--- src/rtl/ahbl_sram64_slave.sv ---
// AHB-Lite slave for a 64-bit single-port SRAM. Zero wait states; each write is
// parked in a one-entry buffer and retired on the first cycle the port is free of reads.
module ahbl_sram64_slave #(
  parameter int ADDR_W = 10
) (
  input  logic              HCLK,
  input  logic              HRESETn,
  input  logic              HSEL,
  input  logic [31:0]       HADDR,
  input  logic [1:0]        HTRANS,
  input  logic              HWRITE,
  input  logic [2:0]        HSIZE,
  input  logic              HREADY,
  input  logic [63:0]       HWDATA,
  output logic              HREADYOUT,
  output logic              HRESP,
  output logic [63:0]       HRDATA,
  input  logic [63:0]       SRAMRDATA,
  output logic [7:0]        SRAMWEN,
  output logic [63:0]       SRAMWDATA,
  output logic              SRAMCS0,
  output logic [ADDR_W-1:0] SRAMADDR
);

  logic              w_acc;
  logic              w_rd_acc;
  logic              w_wr_acc;
  logic              w_drain;
  logic [ADDR_W-1:0] w_word_addr;
  logic [7:0]        w_mask;
  logic [63:0]       w_rdata;
  logic              w_unused_bits;

  logic              r_rd_phase;
  logic              r_wr_phase;
  logic [ADDR_W-1:0] r_ph_addr;
  logic [7:0]        r_ph_mask;

  logic              r_buf_valid;
  logic [ADDR_W-1:0] r_buf_addr;
  logic [7:0]        r_buf_mask;
  logic [63:0]       r_buf_data;

  // Gating with HRESETn keeps the SRAM port quiet while reset is held.
  assign w_acc       = HSEL & HTRANS[1] & HREADY & HRESETn;
  assign w_rd_acc    = w_acc & ~HWRITE;
  assign w_wr_acc    = w_acc & HWRITE;
  assign w_word_addr = HADDR[ADDR_W+2:3];
  assign w_drain     = r_buf_valid & ~w_rd_acc;
  assign w_unused_bits = ^{HTRANS[0], HADDR[31:ADDR_W+3]};

  always_comb begin
    w_mask = 8'hFF;
    case (HSIZE)
      3'd0:    w_mask = 8'h01 << HADDR[2:0];
      3'd1:    w_mask = 8'h03 << {HADDR[2:1], 1'b0};
      3'd2:    w_mask = 8'h0F << {HADDR[2], 2'b00};
      default: w_mask = 8'hFF;
    endcase
  end

  always_ff @(posedge HCLK or negedge HRESETn) begin
    if (!HRESETn) begin
      r_rd_phase <= 1'b0;
      r_wr_phase <= 1'b0;
      r_ph_addr  <= '0;
      r_ph_mask  <= '0;
    end else if (HREADY) begin
      r_rd_phase <= w_rd_acc;
      r_wr_phase <= w_wr_acc;
      if (w_acc) begin
        r_ph_addr <= w_word_addr;
        r_ph_mask <= w_mask;
      end
    end
  end

  // A load on the same edge as a drain overrides the clear: newest write wins.
  always_ff @(posedge HCLK or negedge HRESETn) begin
    if (!HRESETn) begin
      r_buf_valid <= 1'b0;
      r_buf_addr  <= '0;
      r_buf_mask  <= '0;
      r_buf_data  <= '0;
    end else if (r_wr_phase && HREADY) begin
      r_buf_valid <= 1'b1;
      r_buf_addr  <= r_ph_addr;
      r_buf_mask  <= r_ph_mask;
      r_buf_data  <= HWDATA;
    end else if (w_drain) begin
      r_buf_valid <= 1'b0;
    end
  end

  // Read data is the SRAM word overlaid with any still-buffered bytes of that word.
  always_comb begin
    w_rdata = 64'd0;
    if (r_rd_phase) begin
      w_rdata = SRAMRDATA;
      if (r_buf_valid && (r_buf_addr == r_ph_addr)) begin
        for (int b = 0; b < 8; b++) begin
          if (r_buf_mask[b]) w_rdata[b*8 +: 8] = r_buf_data[b*8 +: 8];
        end
      end
    end
  end

  assign HREADYOUT = 1'b1;
  assign HRESP     = 1'b0;
  assign HRDATA    = w_rdata;
  assign SRAMCS0   = w_rd_acc | r_buf_valid;
  assign SRAMWEN   = w_drain ? r_buf_mask : 8'h00;
  assign SRAMADDR  = w_rd_acc ? w_word_addr : r_buf_addr;
  assign SRAMWDATA = r_buf_data;

endmodule

--- config.mk ---
export PLATFORM = sky130hd
export DESIGN_NAME = ahbl_sram64_slave
export DESIGN_NICKNAME = d
export VERILOG_FILES = /design/src/rtl/ahbl_sram64_slave.sv
export SDC_FILE = /design/constraint.sdc
export NUM_CORES = 1
export LEC_CHECK = 0
export CORE_AREA = 2 2 124 126
export DETAILED_ROUTE_END_ITERATION = 7
export DIE_AREA = 0 0 126 128
export PLACE_DENSITY = 0.79
export RECOVER_POWER = 50
export SYNTH_ARGS = -nofsm -noshare
export SYNTH_HDL_FRONTEND = slang
export SYNTH_SLANG_ARGS = --single-unit
--- constraint.sdc ---
create_clock -name HCLK -period 3.1 [get_ports HCLK]
set_clock_uncertainty 0.05 [all_clocks]
set_input_delay 0.62 -clock HCLK [delete_from_list [all_inputs] [get_ports HCLK]]
set_output_delay 0.62 -clock HCLK [all_outputs]
set_load 0.02 [all_outputs]
==> parameters.txt, run 1 <==
Parameter                              Value

Status
  Status ... complete, no violations

Final layout
  Ratio of cells with drive above 1 in the final layout ... 0.2225
  Fill count ... 1301
  Final cell utilization of the core ... 0.6152
  Net count, final ... 1028
  Non-Filler Instances ... 1051
  Diode count ... 0
  Layout-stage area growth over the synthesis result ... 62.29%

Worst setup path
  Critical path launch point ... HREADY
  Worst Setup End Kind ... primary output
  Startpoint types ... input port
  Data required, critical path ... 2.43 ns
  End of the worst register-to-register path ... SRAMWDATA[40]
  Biggest fanout along the worst timing path ... 9
  FF-to-FF path depth ... 3
  Slowest cell on the critical path ... sky130_fd_sc_hd__clkdlybuf4s50_1
  Slack of the worst reg-to-reg path ... 1.11 ns
  Largest stage delay on the critical path ... 0.64 ns
  Cell Chain, Critical Path ... clkdlybuf4s50_1 -> nand4_1 -> nor2_1 -> buf_4 -> nand2_1 -> nand2_1 -> clkdlybuf4s50_1
  Crit path arrival time ... 2.36 ns
  Type of the setup path with the least slack ... input port to primary output
  Beginning of the worst register-to-register path ... r_wr_phase

CTS
  CTS root buf ... sky130_fd_sc_hd__clkbuf_16
  Clk buf depth ... 2
  Clock slew at the register clock pins of the worst setup and hold paths ... 0.07 ns
  H-tree depth ... 3
  Worst-skew pair later-pin latency ... 0.35 ns
  Number of buffers created by CTS ... 9
  Clock sink total ... 103
  TritonCTS clock tree ... built

Die
  Starting utilization of the core area ... 0.3790
  Die Outline Area ... 16130 um^2
  Io pins ... 319
  Area inside the core boundary ... 14860 um^2
  Chip Width ... 126 um
  Std cell rows ... 45
  Die Y-Extent ... 128 um

Logic synthesis
  Share of the synthesized netlist area taken by xor and xnor gates ... 0.02087
  Synthesized netlist cell count ... 555
  #FFs+latches synth ... 103
  Mapped Area ... 5634 um^2
  Complex-gate fraction of the synthesized area ... 0.01288
  Adder-cell share of the synthesized area ... 0
  Cell taking the most area after synthesis ... sky130_fd_sc_hd__dfrtp_1
  Number of enable flip-flop cells after synthesis ... 0
  Number of warnings printed during yosys synthesis ... 0
  Proportion of synthesized chip area in sequential cells ... 0.4575
  Count of distinct cell types in the synthesized netlist ... 28
  Most instantiated flip-flop cell in the synthesis netlist ... sky130_fd_sc_hd__dfrtp_1
  Nets in the synthesized netlist ... 725
  Asr flop ratio synth ... 1.000
  Synthesized area per cell ... 10.15 um^2
  Simple-gate portion of the synthesized area ... 0.2052
  Main combinational cell family by area after synthesis ... multiplexers
  Multiplexer area fraction after synthesis ... 0.2776
  Dominant cells by area after synthesis ... sky130_fd_sc_hd__dfrtp_1, sky130_fd_sc_hd__mux2_2, sky130_fd_sc_hd__nand2_1
  Fraction of synthesized cell area taken by the top area cell type ... 0.4575

GRT
  Met3 GRT Util ... 0.06344
  Fraction of met2 tracks used by global routing ... 0.3789
  Via count of the first global-routing pass ... 5048
  Number of antenna violations at the first check in global routing ... 0
  GRT met1 Usage ... 0.2663
  Layer with the highest usage after global routing ... met2
  Overall Global Routing Usage ... 0.2183
  Maximum number of pins on one net before global-route repair ... 88
  Wire length of the first global-routing pass ... 27.57 mm
  Remaining Overflow, GRT ... 0

Route
  First-pass iteration count of the detailed router ... 4
  Via density per instance ... 4.796
  Routed length per instance ... 16.89 um
  Number of design rule violations left after detail routing ... 0
  Number of DRC markers in iteration 0 ... 242
  Total Wirelength ... 17.75 mm
  DRT antenna net count ... 0
  Routed vias ... 5041

STA
  Setup repair after global routing missed its margin ... no
  Count of endpoints failing hold in the final timing report ... 0
  Setup-failing EPs final ... 0
  Max-slew violation count ... 0
  Remaining max-slew budget at the tightest pin ... 0.2078
  Final period demand of the worst path ... 3.033 ns
  Worst Tran Pin Value ... 1.188 ns
  Final Cycle Share ... 0.9785
  Timing-limited maximum frequency ... 329.7 MHz

Min path
  Min-Delay Endpoint ... r_buf_mask[5]
  HP Start ... r_ph_mask[5]
  Number of cells on the worst hold path ... 1
  Path class of the lowest-slack min-delay path ... flip-flop to flip-flop

Placed design
  Input/output buffers ... 296
  Total instance count after detailed placement ... 1033
  Placer congestion estimate ... 0.8232
  HPWL reported at the end of detailed placement ... 13.47 mm

Power and ir drop
  Max rail drop VDD ... 0.4109 mV
  Power per unit of standard cell area ... 581.7 nW/um^2
  Leakage ... 0.003925 uW

Run
  Max Cap Violations ... 0
timing repair:
| item | in CTS | in global routing |
|---|---|---|
| hold buffers | 1 | 0 |
| hold endpoints to repair | 4 | 0 |
| pin swaps | 1 | 1 |
| setup buffers | 1 | 0 |
| cloned | 0 | 0 |
| setup endpoints to repair | 64 | 72 |
| gates resized for setup | 83 | 108 |
registers in the layout, indices dropped and copies added (netlist names):
register and flops:
SRAMWDATA 64, r_ph_mask 8, r_wr_phase 1, r_buf_addr 10
r_ph_addr 10, r_buf_valid 1, r_buf_mask 8, r_rd_phase 1
kinds of logic (layout without fill, tap and decap cells):
family	Yosys count	after routing
simple gates	246	246
mux	146	146
flops	103	103
buf+inv	35	343
compound gates	13	13
xor+xnor	10	10
other cells	2	2
layout make-up:
class	instances	area, um^2	share of cell area
Multi-Input combinational cell	417	2952	0.3228
Sequential cell	103	2581	0.2823
Tap cell	188	235.2	0.02573
Clock buffer	9	225.2	0.02463
Inverter	3	11.26	0.001232
Clock inverter	7	56.30	0.006158
Timing Repair Buffer	324	3083	0.3372
power by group:
part / internal, uW / switching [uW]
clock network: 554 / 539
registers: 1730 / 346
logic: 1140 / 1000
critical path: cells and delay by family:
kind | cells | cell delay [ns]
buffers and inverters | 3 | 1.36
and+or+nand+nor | 4 | 0.39
placed cells by master (no fill, tap or decap), drive strengths merged, types with 10 or more instances in the layout:
cell             n
clkdlybuf4s15   14
buf             25
clkbuf          58
clkdlybuf4s50  223
mux2            82
nor2            11
xnor2           10
nand2          197
mux2i           64
dfrtp          103
nand3           11
worst max path at each step:
stage,depth (start not counted),endpoint
floorplan,4,HRDATA[0]
global placement,6,HRDATA[42]
detailed placement,6,HRDATA[42]
CTS,7,HRDATA[54]
global route,7,HRDATA[14]
finish,7,SRAMADDR[6]
stage by stage:
| stage | cell area [um^2] | setup slack [ns] | TNS [ns] | power, uW | hold WS (ns) |
|---|---|---|---|---|---|
| CTS | 9310 | 0.001293 | 0 | 5369 | 0.3396 |
| finish | 9144 | 0.06672 | 0 | 5319 | 0.4567 |
| floorplan | 5634 | 0.4240 | 0 | 3100 | 0.2744 |
| detailed placement | 9046 | -0.01384 | -0.02350 | 4230 | 0.3812 |
| global route | 9144 | 0.00004641 | 0 | 5591 | 0.4797 |
| global placement | 9046 | -0.04146 | -0.05583 | 4187 | 0.3814 |
layer usage:
layer,share of wire,vias to the layer above
met2,0.52,142
li1,-,2458
met4,0.013,0
met3,0.059,14
met1,0.41,2427
met5,0,-
synth_stat cells, drive strengths merged, types with 2 or more instances:
cell	instances
nand3	11
mux2i	64
xnor2	10
nor3	3
nand3b	2
nor2	11
nand2	197
clkbuf	30
a21oi	8
nor4	8
nand4	2
buf	2
and3	8
conb	2
nand2b	2
dfrtp	103
mux2	82
inv	3
o21ai	2
No activity file was read; power rests on OpenSTA's default activity.
==> inputs of run 2 (changes only) <==
--- a/config.mk
+++ b/config.mk
@@ -8,7 +8,8 @@
 export CORE_AREA = 2 2 124 126
 export DETAILED_ROUTE_END_ITERATION = 7
 export DIE_AREA = 0 0 126 128
-export PLACE_DENSITY = 0.79
+export HOLD_SLACK_MARGIN = 0.12
+export PLACE_DENSITY = 0.8
 export RECOVER_POWER = 50
 export SYNTH_ARGS = -nofsm -noshare
 export SYNTH_HDL_FRONTEND = slang
==> run 2 against run 1 <==
Cell count increased by 0.48%. Sequential cell count stayed put. Fmax hardly changed. Critical path type unchanged. Largest power group unchanged.
==> parameters.txt, run 2 (synthesis results as in run 1) <==
Parameter                              Value

STA
  Count of endpoints failing hold in the final timing report ... 0
  Final period demand of the worst path ... 3.034 ns
  Setup-failing EPs final ... 0
  Setup repair after global routing missed its margin ... yes
  Post-layout worst setup margin ... 0.06574 ns
  Remaining max-slew budget at the tightest pin ... 0.07085
  Worst Tran Pin Value ... 1.394 ns
  Timing-limited maximum frequency ... 329.6 MHz
  Final Cycle Share ... 0.9788
  Max-slew violation count ... 0

Route
  Number of DRC markers in iteration 0 ... 246
  Total Wirelength ... 18.23 mm
  Via density per instance ... 4.876
  DRT antenna net count ... 0
  Routed vias ... 5149
  Number of design rule violations left after detail routing ... 0
  First-pass iteration count of the detailed router ... 4
  Routed length per instance ... 17.26 um

Worst setup path
  Startpoint types ... input port
  Family of cells with the greatest summed delay on the critical path ... buffers and inverters
  Slowest cell on the critical path ... sky130_fd_sc_hd__clkdlybuf4s50_1
  Largest stage delay on the critical path ... 0.59 ns
  Worst Setup End Kind ... primary output
  Biggest fanout along the worst timing path ... 8
  Buf+Inv Stages, Crit Path ... 3
  Cell Chain, Critical Path ... clkdlybuf4s50_1 -> nand4_1 -> nor2_1 -> buf_4 -> nand2_1 -> nand2_1 -> clkdlybuf4s50_1
  Type of the setup path with the least slack ... input port to primary output
  Data required, critical path ... 2.43 ns
  Crit path arrival time ... 2.36 ns

Final layout
  Layout-stage area growth over the synthesis result ... 63.80%
  Diode count ... 0
  Total area of sequential cells ... 2581 um^2
  Ratio of cells with drive above 1 in the final layout ... 0.2373
  Flip-flop count of the largest register, all copies and words added ... 64
  Fill count ... 1288
  Most common library cell in the layout ignoring fill and taps ... sky130_fd_sc_hd__clkdlybuf4s50_1
  Multi-input gate area in the final layout ... 2980 um^2
  Commonest cells after routing, fill and taps aside ... sky130_fd_sc_hd__clkdlybuf4s50_1, sky130_fd_sc_hd__nand2_1, sky130_fd_sc_hd__dfrtp_1, sky130_fd_sc_hd__mux2_2, sky130_fd_sc_hd__mux2i_1
  Final standard cell area without fillers ... 9229 um^2
  Net count, final ... 1033

GRT
  Via count of the first global-routing pass ... 5278
  Overall Global Routing Usage ... 0.2255
  Remaining Overflow, GRT ... 0
  Maximum number of pins on one net before global-route repair ... 72
  Number of antenna violations at the first check in global routing ... 0
  Wire length of the first global-routing pass ... 28.35 mm

CTS
  H-tree depth ... 3
  Clock slew at the register clock pins of the worst setup and hold paths ... 0.07 ns
  TritonCTS clock tree ... built
  Clk buf depth ... 2
  Number of hold-repair buffers added at the cts stage ... 0
  Worst-skew pair later-pin latency ... 0.34 ns
  Number of buffers created by CTS ... 9
  Number of post-CTS setup repair buffers ... 0
  CTS root buf ... sky130_fd_sc_hd__clkbuf_16
  Clock sink total ... 103

Die
  Starting utilization of the core area ... 0.3790
  Std cell rows ... 45
  Chip Width ... 126 um
  Area inside the core boundary ... 14860 um^2
  Io pins ... 319
  Die Y-Extent ... 128 um
  Die Outline Area ... 16130 um^2

Status
  Status ... complete, no violations

Power and ir drop
  Leakage ... 0.004088 uW
  Power per unit of standard cell area ... 593.5 nW/um^2
  Max rail drop VDD ... 0.4568 mV

Min path
  Path class of the lowest-slack min-delay path ... flip-flop to flip-flop

Placed design
  Post-DP Area ... 9136 um^2
  HPWL reported at the end of detailed placement ... 13.64 mm
  Placer congestion estimate ... 0.7937
  Input/output buffers ... 296
  Dpl ws ... -0.08216 ns

Run
  Max Cap Violations ... 0
==> run 2: layout make-up <==
type                       count  area share
sequential                   103      0.2797
timing repair buffer         329      0.3366
tap                          188     0.02549
clock inverter                 5    0.008812
clock buffer                  11     0.02522
inverter                       3    0.001220
multi-input combinational    417      0.3229
==> run 2: report_power, final <==
part           switching, uW  internal [uW]
clock network            500            710
logic                   1030           1160
registers                346           1730
total                   1880           3600
==> run 2: per-layer routing <==
layer,part of all wire,vias up,track usage
li1,-,2471,-
met5,0,-,0
met4,0.023,0,0.07692
met1,0.39,2456,0.2660
met2,0.52,188,0.3893
met3,0.063,34,0.07220
==> run 2: through the flow <==
step	TNS (ns)	utilization	power (uW)	cells	hold WS [ns]
finish	0	0.6209	5477	1056	0.4637
global route	-0.05179	0.6209	5754	1056	0.4867
CTS	0	0.6343	5547	1056	0.3863
detailed placement	-0.1347	0.6146	4291	1040	0.4441
global placement	-0.1044	0.6146	4238	1040	0.4374
floorplan	0	-	3100	555	0.2744
==> run 2: worst paths after layout <==
kind / from / to / slack [ns] / cells past startpoint
min reg2reg: r_ph_mask[1] / r_buf_mask[1] / 0.46 / 1
max: HREADY / SRAMADDR[0] / 0.07 / 7
max reg2reg: r_wr_phase / SRAMWDATA[13] / 1.16 / 3
max in group asynchronous: HRESETn / SRAMWDATA[35] / 0.57 / 3
min in group asynchronous: HRESETn / r_buf_addr[2] / 0.66 / 2
min: r_ph_mask[1] / r_buf_mask[1] / 0.46 / 1
==> run 2: timing repair <==
action                                  CTS  global route
pin swaps                                 1             0
gates resized for setup                 104           111
endpoints found under the setup margin   66            76
